**config.mk**
```make
export PLATFORM = sky130hd
export DESIGN_NAME = rr_vc_arbiter
export DESIGN_NICKNAME = d
export VERILOG_FILES = /design/src/rtl/rr_vc_arbiter.sv
export SDC_FILE = /design/constraint.sdc
export NUM_CORES = 1
export LEC_CHECK = 0
export ABC_AREA = 1
export CELL_PAD_IN_SITES_DETAIL_PLACEMENT = 1
export CELL_PAD_IN_SITES_GLOBAL_PLACEMENT = 2
export CORE_UTILIZATION = 26
export CTS_BUF_LIST = sky130_fd_sc_hd__clkbuf_2 sky130_fd_sc_hd__clkbuf_4 sky130_fd_sc_hd__clkbuf_8
export CTS_CLUSTER_DIAMETER = 100
export DETAILED_ROUTE_END_ITERATION = 8
export PLACE_DENSITY = 0.74
export SLEW_MARGIN = 0
export SYNTH_ARGS = -nofsm -noshare
export SYNTH_HDL_FRONTEND = slang
export SYNTH_SLANG_ARGS = --single-unit
```
**constraint.sdc**
```tcl
create_clock -name clk -period 1.7 [get_ports clk]
set_input_delay 0.34 -clock clk [delete_from_list [all_inputs] [get_ports clk]]
set_output_delay 0.34 -clock clk [all_outputs]
set_load 0.02 [all_outputs]
```
**src/rtl/rr_vc_arbiter.sv**
```systemverilog
// Round-robin switch-allocation arbiter with packet lock and optional flit budget.
// Grants are registered; a new owner can be granted on the same edge the old one releases.
module rr_vc_arbiter #(
  parameter int N        = 4,
  parameter int IDXW     = $clog2(N),
  parameter int MAX_HOLD = 16
) (
  input  logic            clk,
  input  logic            reset,
  input  logic [N-1:0]    req,
  input  logic [N-1:0]    tail,
  input  logic            advance,
  output logic [N-1:0]    gnt,
  output logic            gnt_valid,
  output logic [IDXW-1:0] gnt_idx,
  output logic [N-1:0]    gnt_pulse,
  output logic            preempt,
  output logic [IDXW-1:0] ptr
);

  localparam int HCW = (MAX_HOLD > 1) ? $clog2(MAX_HOLD) : 1;
  localparam int HOLD_LAST_I = (MAX_HOLD > 0) ? (MAX_HOLD - 1) : 0;
  localparam logic [HCW-1:0] HOLD_LAST = HOLD_LAST_I[HCW-1:0];
  localparam bit BUDGET_ON = (MAX_HOLD != 0);

  typedef enum logic [0:0] {ST_IDLE = 1'b0, ST_BUSY = 1'b1} state_t;

  // First set bit of vec scanning cyclically from start; MSB of result is the found flag.
  function automatic logic [IDXW:0] rr_scan(input logic [N-1:0] vec, input logic [IDXW-1:0] start);
    logic [IDXW:0]   res;
    logic [IDXW-1:0] pos;
    int              sum;
    res = '0;
    for (int i = N - 1; i >= 0; i--) begin
      sum = int'(start) + i;
      if (sum >= N) begin
        sum = sum - N;
      end else begin
        sum = sum;
      end
      pos = IDXW'(sum);
      if (vec[pos]) begin
        res = {1'b1, pos};
      end else begin
        res = res;
      end
    end
    return res;
  endfunction

  function automatic logic [N-1:0] to_onehot(input logic [IDXW-1:0] idx);
    logic [N-1:0] v;
    v      = '0;
    v[idx] = 1'b1;
    return v;
  endfunction

  state_t          state_r, state_s;
  logic [N-1:0]    gnt_r, gnt_s;
  logic            gnt_valid_r, gnt_valid_s;
  logic [IDXW-1:0] gnt_idx_r, gnt_idx_s;
  logic [N-1:0]    gnt_pulse_r, gnt_pulse_s;
  logic            preempt_r, preempt_s;
  logic [IDXW-1:0] ptr_r, ptr_s;
  logic [HCW-1:0]  hold_r, hold_s;

  logic [IDXW-1:0] next_ptr_s;
  logic [IDXW:0]   idle_scan_s;
  logic [IDXW:0]   rel_scan_s;
  logic            r1_s, r2_s, r3_s, release_s;

  // Release conditions and the two candidate scans (from ptr when idle, past the owner on release).
  always_comb begin
    next_ptr_s  = (gnt_idx_r == IDXW'(N - 1)) ? '0 : (gnt_idx_r + IDXW'(1));
    idle_scan_s = rr_scan(req, ptr_r);
    rel_scan_s  = rr_scan(req, next_ptr_s);
    r1_s        = advance && tail[gnt_idx_r];
    r2_s        = advance && BUDGET_ON && (hold_r == HOLD_LAST);
    r3_s        = !req[gnt_idx_r];
    release_s   = r1_s || r2_s || r3_s;
  end

  // Next-state and next-output logic.
  always_comb begin
    state_s     = state_r;
    gnt_s       = gnt_r;
    gnt_idx_s   = gnt_idx_r;
    gnt_pulse_s = '0;
    preempt_s   = 1'b0;
    ptr_s       = ptr_r;
    hold_s      = hold_r;
    case (state_r)
      ST_IDLE: begin
        if (idle_scan_s[IDXW]) begin
          state_s     = ST_BUSY;
          gnt_idx_s   = idle_scan_s[IDXW-1:0];
          gnt_s       = to_onehot(idle_scan_s[IDXW-1:0]);
          gnt_pulse_s = to_onehot(idle_scan_s[IDXW-1:0]);
          hold_s      = '0;
        end else begin
          state_s = ST_IDLE;
        end
      end
      ST_BUSY: begin
        if (release_s) begin
          ptr_s     = next_ptr_s;
          hold_s    = '0;
          // Abandon ignores advance, so a budget hit only counts without R1 or R3.
          preempt_s = r2_s && !r1_s && !r3_s;
          if (rel_scan_s[IDXW]) begin
            state_s     = ST_BUSY;
            gnt_idx_s   = rel_scan_s[IDXW-1:0];
            gnt_s       = to_onehot(rel_scan_s[IDXW-1:0]);
            gnt_pulse_s = to_onehot(rel_scan_s[IDXW-1:0]);
          end else begin
            state_s   = ST_IDLE;
            gnt_idx_s = '0;
            gnt_s     = '0;
          end
        end else if (advance && BUDGET_ON && (hold_r != HOLD_LAST)) begin
          hold_s = hold_r + HCW'(1);
        end else begin
          hold_s = hold_r;
        end
      end
      default: begin
        state_s   = ST_IDLE;
        gnt_s     = '0;
        gnt_idx_s = '0;
        ptr_s     = '0;
        hold_s    = '0;
      end
    endcase
    gnt_valid_s = |gnt_s;
  end

  // State and registered outputs.
  always_ff @(posedge clk or negedge reset) begin
    if (!reset) begin
      state_r     <= ST_IDLE;
      gnt_r       <= '0;
      gnt_valid_r <= 1'b0;
      gnt_idx_r   <= '0;
      gnt_pulse_r <= '0;
      preempt_r   <= 1'b0;
      ptr_r       <= '0;
      hold_r      <= '0;
    end else begin
      state_r     <= state_s;
      gnt_r       <= gnt_s;
      gnt_valid_r <= gnt_valid_s;
      gnt_idx_r   <= gnt_idx_s;
      gnt_pulse_r <= gnt_pulse_s;
      preempt_r   <= preempt_s;
      ptr_r       <= ptr_s;
      hold_r      <= hold_s;
    end
  end

  assign gnt       = gnt_r;
  assign gnt_valid = gnt_valid_r;
  assign gnt_idx   = gnt_idx_r;
  assign gnt_pulse = gnt_pulse_r;
  assign preempt   = preempt_r;
  assign ptr       = ptr_r;

endmodule

```
==> out/qor.yml, run 1 <==
outcome: "finished with violations"
violations: "setup timing"
r2r_slack_ns: -0.18
grt_pass1_wl_um: 6800
hpwl_um: 3190
antenna_found_initial: 0
gp_congestion: 0.818
synth_top_cell_area_share: 0.348
first_pass_iters: 3
timing.setup.critical_path_class: "reg -> reg"
final_area_um2: 2230
die_w_um: 74.5
io-pin-count: 25
place_area_um2: 1910
cpPeakStageDelay_ns: 0.49
clock-root-buffer: "clkbuf_8"
ys_warn_count: 0
drc: 0
insertion_delay_ns: 0.25
cts-hold-fix-buffers: 0
ant_nets: 0
cp-end-kind: "flop"
period_minus_slack_ns: 1.88
netlist_top_cells_area: "dfrtp_1, nand2_1, nand3_1"
die_h_um: 74.5
critPathMaxFanout: 6
slew_headroom: 0.826
worstReg2RegEnd: "gnt_valid"
cpMostUsedCell: "nand2_4"
place_ws_ns: -0.521
synth_area_um2: 1370
worstPathRequired_ns: 1.85
clock.fmax_mhz: 533
fin_tns_setup_ns: -1.11
globalRouteTotalUtil: 0.160
slew_violations: 0
vias_per_cell: 4.46
critical_path.startpoint: "gnt_idx[0]"
cts_buffers: 3
core.rowCount: 26
dieArea_um2: 5550
setup_ws_ns: -0.177
drive_above_1_share: 0.392
synth-seq-cells: 19
yosys.area.top_type: "dfrtp_1"
ys_types: 22
finalSetupViolations: 12
h-tree-depth: 1
nNetsFinal: 275
r2r-start: "gnt_idx[0]"
endpoint: "gnt_valid"
synth.avg_cell_area_um2: 6.73
cts_tree: "yes"
area_delta_synth_final_pct: 63.4
synthesis.nets: 217
grt.overflow.total: 0
grt_pass1_vias: 1506
rsz0062_at_grt: "true"
core_area_um2: 5070
start_util: 0.269
crit_chain: "inv_8 > ha_4 > inv_6 > nand2_4 > nand3_4 > nand3_4 > nand2_4 > nand2_4 > o21ai_4 > nand2_2 > nand3_2 > nor2_2 > nand2_1"
clock_skew_ns: 0.00176
drv_cap: 0
hold_viol: 0
worstRegToRegCells: 13
hold_class: "in -> async"
seq_area_frac_synth: 0.348
worst_pin_slew_ns: 0.261
drtIter0Drc: 51
crit_path_top_delay_cell: "dfrtp_2"
clk_path_buf_depth: 2
insertedDiodeCount: 0
grt_max_degree: 20
drt-total-wl_um: 4060
clock-sinks: 19
synthCells: 203
portBuffers: 24
clkTransAtPathRegs_ns: 0.08
post-place-cells: 323
start_kind: "flop"
critPathArrivalTime_ns: 2.03
fin_crit_sh: 1.10
vias: 1471
wl_per_cell_um: 12.3
instances_no_fill: 330
-- registers in the layout, indices dropped and copies added, names as in the netlist --
register	cells
ptr	2
state_r	1
gnt_idx	2
preempt	1
gnt_pulse	4
gnt_valid	1
hold_r	4
gnt	4
-- cells by family (layout without fill, tap and decap cells) --
group,after synthesis,after routing,synth area share
XOR/XNOR,2,2,0.0128
flip-flops,19,19,0.348
AO/OA/AOI/OAI,18,18,0.0678
AND/OR/NAND/NOR,134,134,0.455
adder cells (fa/ha/maj),3,3,0.0275
buffers and inverters,27,84,0.0888
-- cell usage after synthesis (all sizes together) --
cell type and instances:
a21oi 5, a22oi 1, and2 1, buf 2, dfrtp 19, ha 3, inv 25, nand2 82
nand3 28, nand4 3, nor2 18, nor3b 1, o21ai 12, or2 1, xor2 2
-- critical path, delay by kind of cell, from the launching register on --
family                   cells  cell delay (ns)
flip-flops                   1             0.49
AND/OR/NAND/NOR              9             0.79
buffers and inverters        2             0.11
adder cells (fa/ha/maj)      1             0.32
AO/OA/AOI/OAI                1             0.07
-- metrics by stage --
stage | util | hold slack (ns)
after floorplan | - | 0.0444
after global placement | 0.377 | 0.514
after detailed placement | 0.377 | 0.519
after CTS | 0.417 | 0.428
after global routing | 0.440 | 0.449
final | 0.440 | 0.416
-- layout make-up --
class / instances / area [µm²]
Inverter: 25 / 109
Clock inverter: 1 / 5.00
Sequential cell: 19 / 479
Fill cell: 644 / 2840
Timing Repair Buffer: 55 / 480
Tap cell: 70 / 87.6
Multi-Input combinational cell: 157 / 1030
Clock buffer: 3 / 41.3
-- per-layer routing --
metal	GRT usage	vias to the layer above	wire, µm
li1	-	759	-
met1	0.210	694	1980
met2	0.281	16	1970
met3	0.0257	2	92
met4	0.0252	0	17
met5	0	-	0
-- how the worst min path moves through the flow --
stage / depth (start not counted) / startpoint / endpoint / slack (ns)
after global routing: 2 / reset / preempt / 0.45
after floorplan: 0 / reset / gnt[0] / 0.04
after global placement: 2 / gnt[0] / gnt[0] / 0.51
final: 2 / reset / hold_r[2] / 0.42
after detailed placement: 2 / gnt[1] / gnt[1] / 0.52
after CTS: 2 / reset / preempt / 0.43
-- placed cells by master (no fill, tap or decap), drive strengths merged --
cell type | synthesis | routed
a22oi | 1 | 1
buf | 2 | 31
dlymetal6s2s | 0 | 2
xor2 | 2 | 2
nor3b | 1 | 1
dlygate4sd2 | 0 | 4
nand2 | 82 | 82
o21ai | 12 | 12
inv | 25 | 25
a21oi | 5 | 5
ha | 3 | 3
nand4 | 3 | 3
or2 | 1 | 1
clkbuf | 0 | 3
nand3 | 28 | 28
clkdlybuf4s50 | 0 | 18
nor2 | 18 | 18
and2 | 1 | 1
dfrtp | 19 | 19
clkinv | 0 | 1
-- what timing repair did --
action,CTS,global route
pin swaps,12,17
gates resized for setup,47,26
endpoints found under the setup margin,17,17
setup buffers,1,2
Power of run 1 is left out: the tool's default activity adds up to more than one toggle a clock period on the data nets, which glitch-free logic cannot reach.
==> inputs of run 2 (changes only) <==
CAP_MARGIN = 25   (was default)
CORE_MARGIN = 2   (was default)
==> run 2 against run 1 <==
Net effect:
- the run still ends with setup timing left
- routed wire length increased by 2.8%
- non-clock buffer count increased by 2
- via count increased by 1.8%
- critical path depth unchanged
- sequential share of layout area increased by 0.12 points
- global-route usage decreased by 0.75 points
- count of clock-buffer cells in the layout unchanged
- hold slack got worse by 0.0071 ns
- register-to-register slack about the same
- sequential cell count unchanged
- fmax about the same
- critical path type unchanged
- largest cell class unchanged
==> out/qor.yml, run 2 (same netlist as run 1, synthesis figures left out) <==
portBuffers: 24  # unchanged
drt-total-wl_um: 4170  # +2.8%
area_delta_synth_final_pct: 62.5
clock.fmax_mhz: 533  # about the same
slew_violations: 0  # unchanged
mostFrequentLayoutCells: "nand2_1, buf_4, inv_1, nand2_2, clkdlybuf4s50_1"
vias_per_cell: 4.51  # +1.2%
fin_crit_sh: 1.10  # about the same
clock_skew_ns: 0.00338  # +0.00162 ns
hold_class: "in -> async"
grt_pass1_wl_um: 7140  # +5.0%
outcome: "finished with violations"
start_util: 0.269  # unchanged
die_h_um: 76.5  # +2.7%
vias: 1498  # +1.8%
drive_above_1_share: 0.405  # +0.0123
critPathArrivalTime_ns: 2.03  # about the same
drc: 0  # unchanged
insertion_delay_ns: 0.26  # about the same
timing.setup.critical_path_class: "reg -> reg"
clock-sinks: 19  # unchanged
clock-root-buffer: "clkbuf_8"
grt.overflow.total: 0  # unchanged
start_kind: "flop"
drv_cap: 0  # unchanged
insertedDiodeCount: 0  # unchanged
drtIter0Drc: 44  # -14%
slew_headroom: 0.825  # -0.000889
rsz0062_at_grt: "true"
violations: "setup timing"
dieArea_um2: 5850  # +5.4%
io-pin-count: 25  # unchanged
r2r-start: "gnt_idx[0]"
hold_viol: 0  # unchanged
h-tree-depth: 1  # unchanged
worst_pin_slew_ns: 0.263  # +0.00133 ns
hold_slack_ns: 0.409  # -0.00711 ns
r2r_slack_ns: -0.18  # about the same
wl_per_cell_um: 12.6  # +2.2%
worstPathRequired_ns: 1.86  # about the same
worstReg2RegEnd: "gnt_valid"
nNetsFinal: 277  # +0.73%
clkTransAtPathRegs_ns: 0.08  # about the same
cts_buffers: 3  # unchanged
setup_ws_ns: -0.177  # +0.0000400 ns
layout_commonest_cell: "nand2_1"
core_area_um2: 5070  # unchanged
globalRouteTotalUtil: 0.153  # -0.00748
worstRegToRegCells: 13  # unchanged
grt_max_degree: 20  # unchanged
ant_nets: 0  # unchanged
hpwl_um: 3270  # +2.5%
clk_path_buf_depth: 2  # unchanged
critical_path.startpoint: "gnt_idx[0]"
cts_tree: "yes"
die_w_um: 76.5  # +2.7%
first_pass_iters: 4  # +1
cp-end-kind: "flop"
grt_pass1_vias: 1563  # +3.8%
gp_congestion: 0.786  # -3.9%
antenna_found_initial: 0  # unchanged
period_minus_slack_ns: 1.88  # -0.0000400 ns
core.rowCount: 26  # unchanged
finalSetupViolations: 12  # unchanged
critPathMaxFanout: 6  # unchanged
-- run 2: worst max-delay path by stage --
stage / end / slack [ns]
floorplan: gnt_valid / -0.09
global placement: gnt_valid / -0.61
detailed placement: gnt_valid / -0.55
CTS: gnt_valid / -0.17
global route: gnt_valid / -0.32
finish: gnt_valid / -0.18
-- run 2: layout make-up --
type | count | area, µm²
clock buffer | 3 | 41.3
clock inverter | 1 | 5.00
fill | 646 | 2860
inverter | 25 | 106
multi-input combinational | 157 | 1020
sequential | 19 | 479
tap | 70 | 87.6
timing repair buffer | 57 | 482
-- run 2: routing by layer --
layer  track usage  routed length (µm)
met2         0.268                2090
met4        0.0545                  55
met3        0.0284                 107
met1         0.186                1920
met5             0                   0
-- run 2: through the flow --
step                      cells  setup slack, ns  TNS (ns)   util  cell area (µm²)
after floorplan             203          -0.0940    -0.123      -             1400
after global placement      324           -0.608     -6.64  0.378             1920
after detailed placement    324           -0.554     -6.16  0.378             1920
after CTS                   330           -0.166    -0.988  0.409             2070
after global routing        332           -0.322     -2.81  0.437             2220
final                       332           -0.177     -1.17  0.437             2220
-- run 2: repair_timing --
action,CTS,global route
pin swaps,3,10
cloned,0,0
buffers inserted,2,2
setup endpoints to repair,18,18
gates resized for setup,36,32
hold buffers,0,0
-- run 2: worst max-delay path, cell delays in order (launching register included) --
cell,delay [ns]
dfrtp_2,0.48
inv_8,0.05
ha_4,0.32
inv_4,0.06
nand2_2,0.08
nand3_4,0.09
nand3_4,0.12
nand2_4,0.07
nand2_1,0.07
o21ai_2,0.09
nand2_2,0.10
nand3_2,0.08
nor2_1,0.11
nand2_1,0.05
Power of run 2 is left out for the same reason.
==> inputs of run 3 (changes only) <==
SLEW_MARGIN = default   (was 0)
==> results of run 3 <==
No change in the layout: final DEF, timing and power equal those of run 2.
Power of run 3 is left out for the same reason.
==> variant 1, RTL diff (settings of run 2) <==
Change the parameter `MAX_HOLD` from 16 to 32.
--- a/src/rtl/rr_vc_arbiter.sv
+++ b/src/rtl/rr_vc_arbiter.sv
@@ -3,7 +3,7 @@
 module rr_vc_arbiter #(
   parameter int N        = 4,
   parameter int IDXW     = $clog2(N),
-  parameter int MAX_HOLD = 16
+  parameter int MAX_HOLD = 32
 ) (
   input  logic            clk,
   input  logic            reset,
Check against the original RTL: same outputs for any inputs over 10 cycles, from zero or initial values and one cycle with reset low; that may be too few to reach the edited logic, so the function may still have changed.
==> variant 1 against run 2 <==
The flow still finishes with violations (negative setup slack); sequential cell count up 1; cell area up 9.9%; non-clock buffer count up 9; critical endpoint unchanged; hold slack better by 1.1 ps; wire length up 6.5%; via count up 6.9%; area after synthesis up 10%; global-route usage down 0.60 points; die area up 9.9%; highest routed layer unchanged; setup slack worse by 69 ps.
Power is left out: the tool's default activity adds up to more than one toggle a clock period on the data nets, which glitch-free logic cannot reach.
==> variant 1: results (changes against run 2) <==
synth_compound_area_frac: 0.0647  # -0.00309
synth_seq_area_share: 0.332  # -0.0163
port_buffers: 24  # unchanged
first_iter_violations: 25  # -43%
rr_worst_depth: 13  # unchanged
drive_gt1_frac: 0.444  # +0.0395
grt_pass1_wl_mm: 7.56  # +5.8%
instances_no_fill: 358  # +7.8%
clock-root-buffer: "clkbuf_8"
synth.distinct_cells: 27  # +23%
routedWlPerCell_um: 12.4  # -1.2%
grt_use_total: 0.147  # -0.00600
fill_cells: 687  # +6.3%
vias_per_cell: 4.47  # -0.82%
top_register: "hold_r"
n_antenna_cell: 0  # unchanged
cts_buffers: 3  # unchanged
grtUsageMet3: 0.0236  # -0.00484
grt_antenna_before_repair: 0  # unchanged
dpl_cell_area_mm2: 0.00215  # +12%
grt_util_met2: 0.253  # -0.0148
start_kind: "flip-flop"
fin_util: 0.440  # +0.00300
synthAdderAreaFrac: 0.0332  # +0.00569
dp_slack_ps: -516  # +37.8 ps
place_inst: 350  # +8.0%
globalRouteMet1Util: 0.199  # +0.0127
ys_top_cells_by_count: "80 x nand2_1, 22 x inv_1, 20 x dfrtp_1, 19 x nand3_1, 12 x nor2_1"
worst_slack_ps: -246  # -69.3 ps
hpwlAfterDp_mm: 3.42  # +4.6%
async_flop_share: 1.00  # unchanged
syn_avg_cell_area_um2: 6.92  # +2.8%
final-setup-viol-count: 17  # +5
timing.setup.tns_ps: -2060  # -886 ps
synthFlopType: "dfrtp_1"
violations: "negative setup slack"
final_net_count: 302  # +9.0%
grt_pass1_vias: 1658  # +6.1%
yosys_warnings: 0  # unchanged
syn_nets: 233  # +7.4%
critPathArrivalTime_ps: 2100  # +70 ps
hp-class: "input port to async pin"
skew_ps: 7.28  # +3.90 ps
worst_pin_slew_ps: 307  # +43.8 ps
grt_max_degree: 21  # +5.0%
crit_path_max_incr_delay_ps: 500  # +20 ps
status: "finished, violations left"
hold_ws_ps: 410  # +1.11 ps
synthXorXnorAreaFrac: 0  # -0.0128
place.gp.congestion: 0.733  # -6.8%
clk_pin_slew_ps: 80  # about the same
synthTopCellsByArea: "dfrtp_1 33%, nand2_1 20%, nand3_1 6.3%"
## variant 1: changes by cell type after synthesis, sizes merged, moves of 2 or more
cell and change:
nor3 +2, inv +4, nand2 +11, xor2 -2, nor2 -2
## variant 1: area by class of cell
cell class                      count  area share
Multi-Input combinational cell    167       0.441
Timing Repair Buffer               66       0.237
Sequential cell                    20       0.206
Inverter                           29      0.0497
Tap cell                           72      0.0369
Clock buffer                        3      0.0169
Clock inverter                      1      0.0123
## variant 1: timing repair
item / 4_1_cts / 5_1_grt
gates resized for setup: 40 / 25
setup buffers: 2 / 2
endpoints found under the setup margin: 21 / 19
hold buffers: 0 / 0
pin swaps: 11 / 11
## variant 1: metal layers
layer | routed length (um) | share of wire
met2 | 2230 | 0.50
met5 | 0 | 0
met3 | 145 | 0.033
met1 | 2030 | 0.46
met4 | 47 | 0.011
## variant 1: worst max-delay path, delay by kind of cell (launching register included)
family	cells	cell delay, ps
fa+ha+maj	1	330
simple gates	10	880
flops	1	500
buf+inv	2	110
==> variant 2, RTL diff (flow settings as in run 2) <==
Made on the original files. Take the reset off `hold_r` and load it in a clocked block of its own.
--- a/src/rtl/rr_vc_arbiter.sv
+++ b/src/rtl/rr_vc_arbiter.sv
@@ -144,7 +144,6 @@
       gnt_pulse_r <= '0;
       preempt_r   <= 1'b0;
       ptr_r       <= '0;
-      hold_r      <= '0;
     end else begin
       state_r     <= state_s;
       gnt_r       <= gnt_s;
@@ -153,8 +152,11 @@
       gnt_pulse_r <= gnt_pulse_s;
       preempt_r   <= preempt_s;
       ptr_r       <= ptr_s;
-      hold_r      <= hold_s;
     end
+  end
+
+  always_ff @(posedge clk) begin
+    hold_r <= hold_s;
   end
 
   assign gnt       = gnt_r;
Function: no difference found for any inputs over 10 cycles, from zero or initial values and one cycle with reset low; that may be too few to reach the edited logic, so the function may still have changed.
==> variant 2 against run 2 <==
The flow still finishes with violations (negative setup slack); cell area up 16%; count of clock-buffer cells in the layout stayed put; die area grew 9.0%; wire length up 12%; setup slack improved by 3.6 ps; area after synthesis rose by 9.5%; first-iteration DRC count decreased by 16%; global-route usage shrank 0.10 points; sequential cell count unchanged; largest cell class unchanged.
Power is left out: the tool's default activity adds up to more than one toggle a clock period on the data nets, which glitch-free logic cannot reach.
==> variant 2: results (changes against run 2) <==
violations: "negative setup slack"
worst_slack_ps: -173  # +3.59 ps
grt_pass1_vias: 1627  # +4.1%
wl_met3_um: 70  # -35%
first_iter_violations: 37  # -16%
final-setup-viol-count: 9  # -3
worst_pin_slew_ps: 484  # +221 ps
skew_ps: 7.10  # +3.72 ps
grt_util_met2: 0.261  # -0.00680
rr_worst_depth: 12  # -1
final_net_count: 300  # +8.3%
status: "finished, violations left"
fill_cells: 681  # +5.4%
syn_avg_cell_area_um2: 6.93  # +2.9%
cp_max_fo: 5  # -1
synth-edff-count: 4  # +4
timing.setup.tns_ps: -762  # +413 ps
ys_top_cells_by_count: "79 x nand2_1, 23 x inv_1, 17 x nand3_1, 16 x nand2_2, 15 x dfrtp_1"
grt_pass1_wl_mm: 7.56  # +5.9%
dpl_cell_area_mm2: 0.00209  # +8.7%
hpwlAfterDp_mm: 3.48  # +6.5%
via_count: 1590  # +6.1%
grtUsageMet3: 0.0136  # -0.0149
routedWlPerCell_um: 13.1  # +4.1%
synthTopCellsByArea: "dfrtp_1 25%, nand2_1 20%, edfxtp_1 8.0%"
async_flop_share: 0.789  # -0.211
place_inst: 341  # +5.2%
grt_use_total: 0.152  # -0.00102
dp_slack_ps: -472  # +81.6 ps
globalRouteMet1Util: 0.199  # +0.0129
-- variant 2: layout make-up --
type | count | area, um^2 | area share
multi-input combinational | 167 | 1230 | 0.479
timing repair buffer | 67 | 587 | 0.228
sequential | 19 | 500 | 0.194
inverter | 28 | 118 | 0.0457
tap | 72 | 90.1 | 0.0350
clock buffer | 3 | 41.3 | 0.0160
clock inverter | 1 | 5.00 | 0.00194
-- variant 2: cells by family (layout without fill, tap and decap cells) --
| logic type | count (synthesis) | count (layout) | synth area share |
|---|---|---|---|
| adder cells (fa/ha/maj) | 3 | 3 | 0.0251 |
| AO/OA/AOI/OAI | 18 | 18 | 0.0794 |
| AND/OR/NAND/NOR | 145 | 145 | 0.473 |
| XOR/XNOR | 1 | 1 | 0.00585 |
| flip-flops | 19 | 19 | 0.331 |
| buffers and inverters | 30 | 99 | 0.0853 |
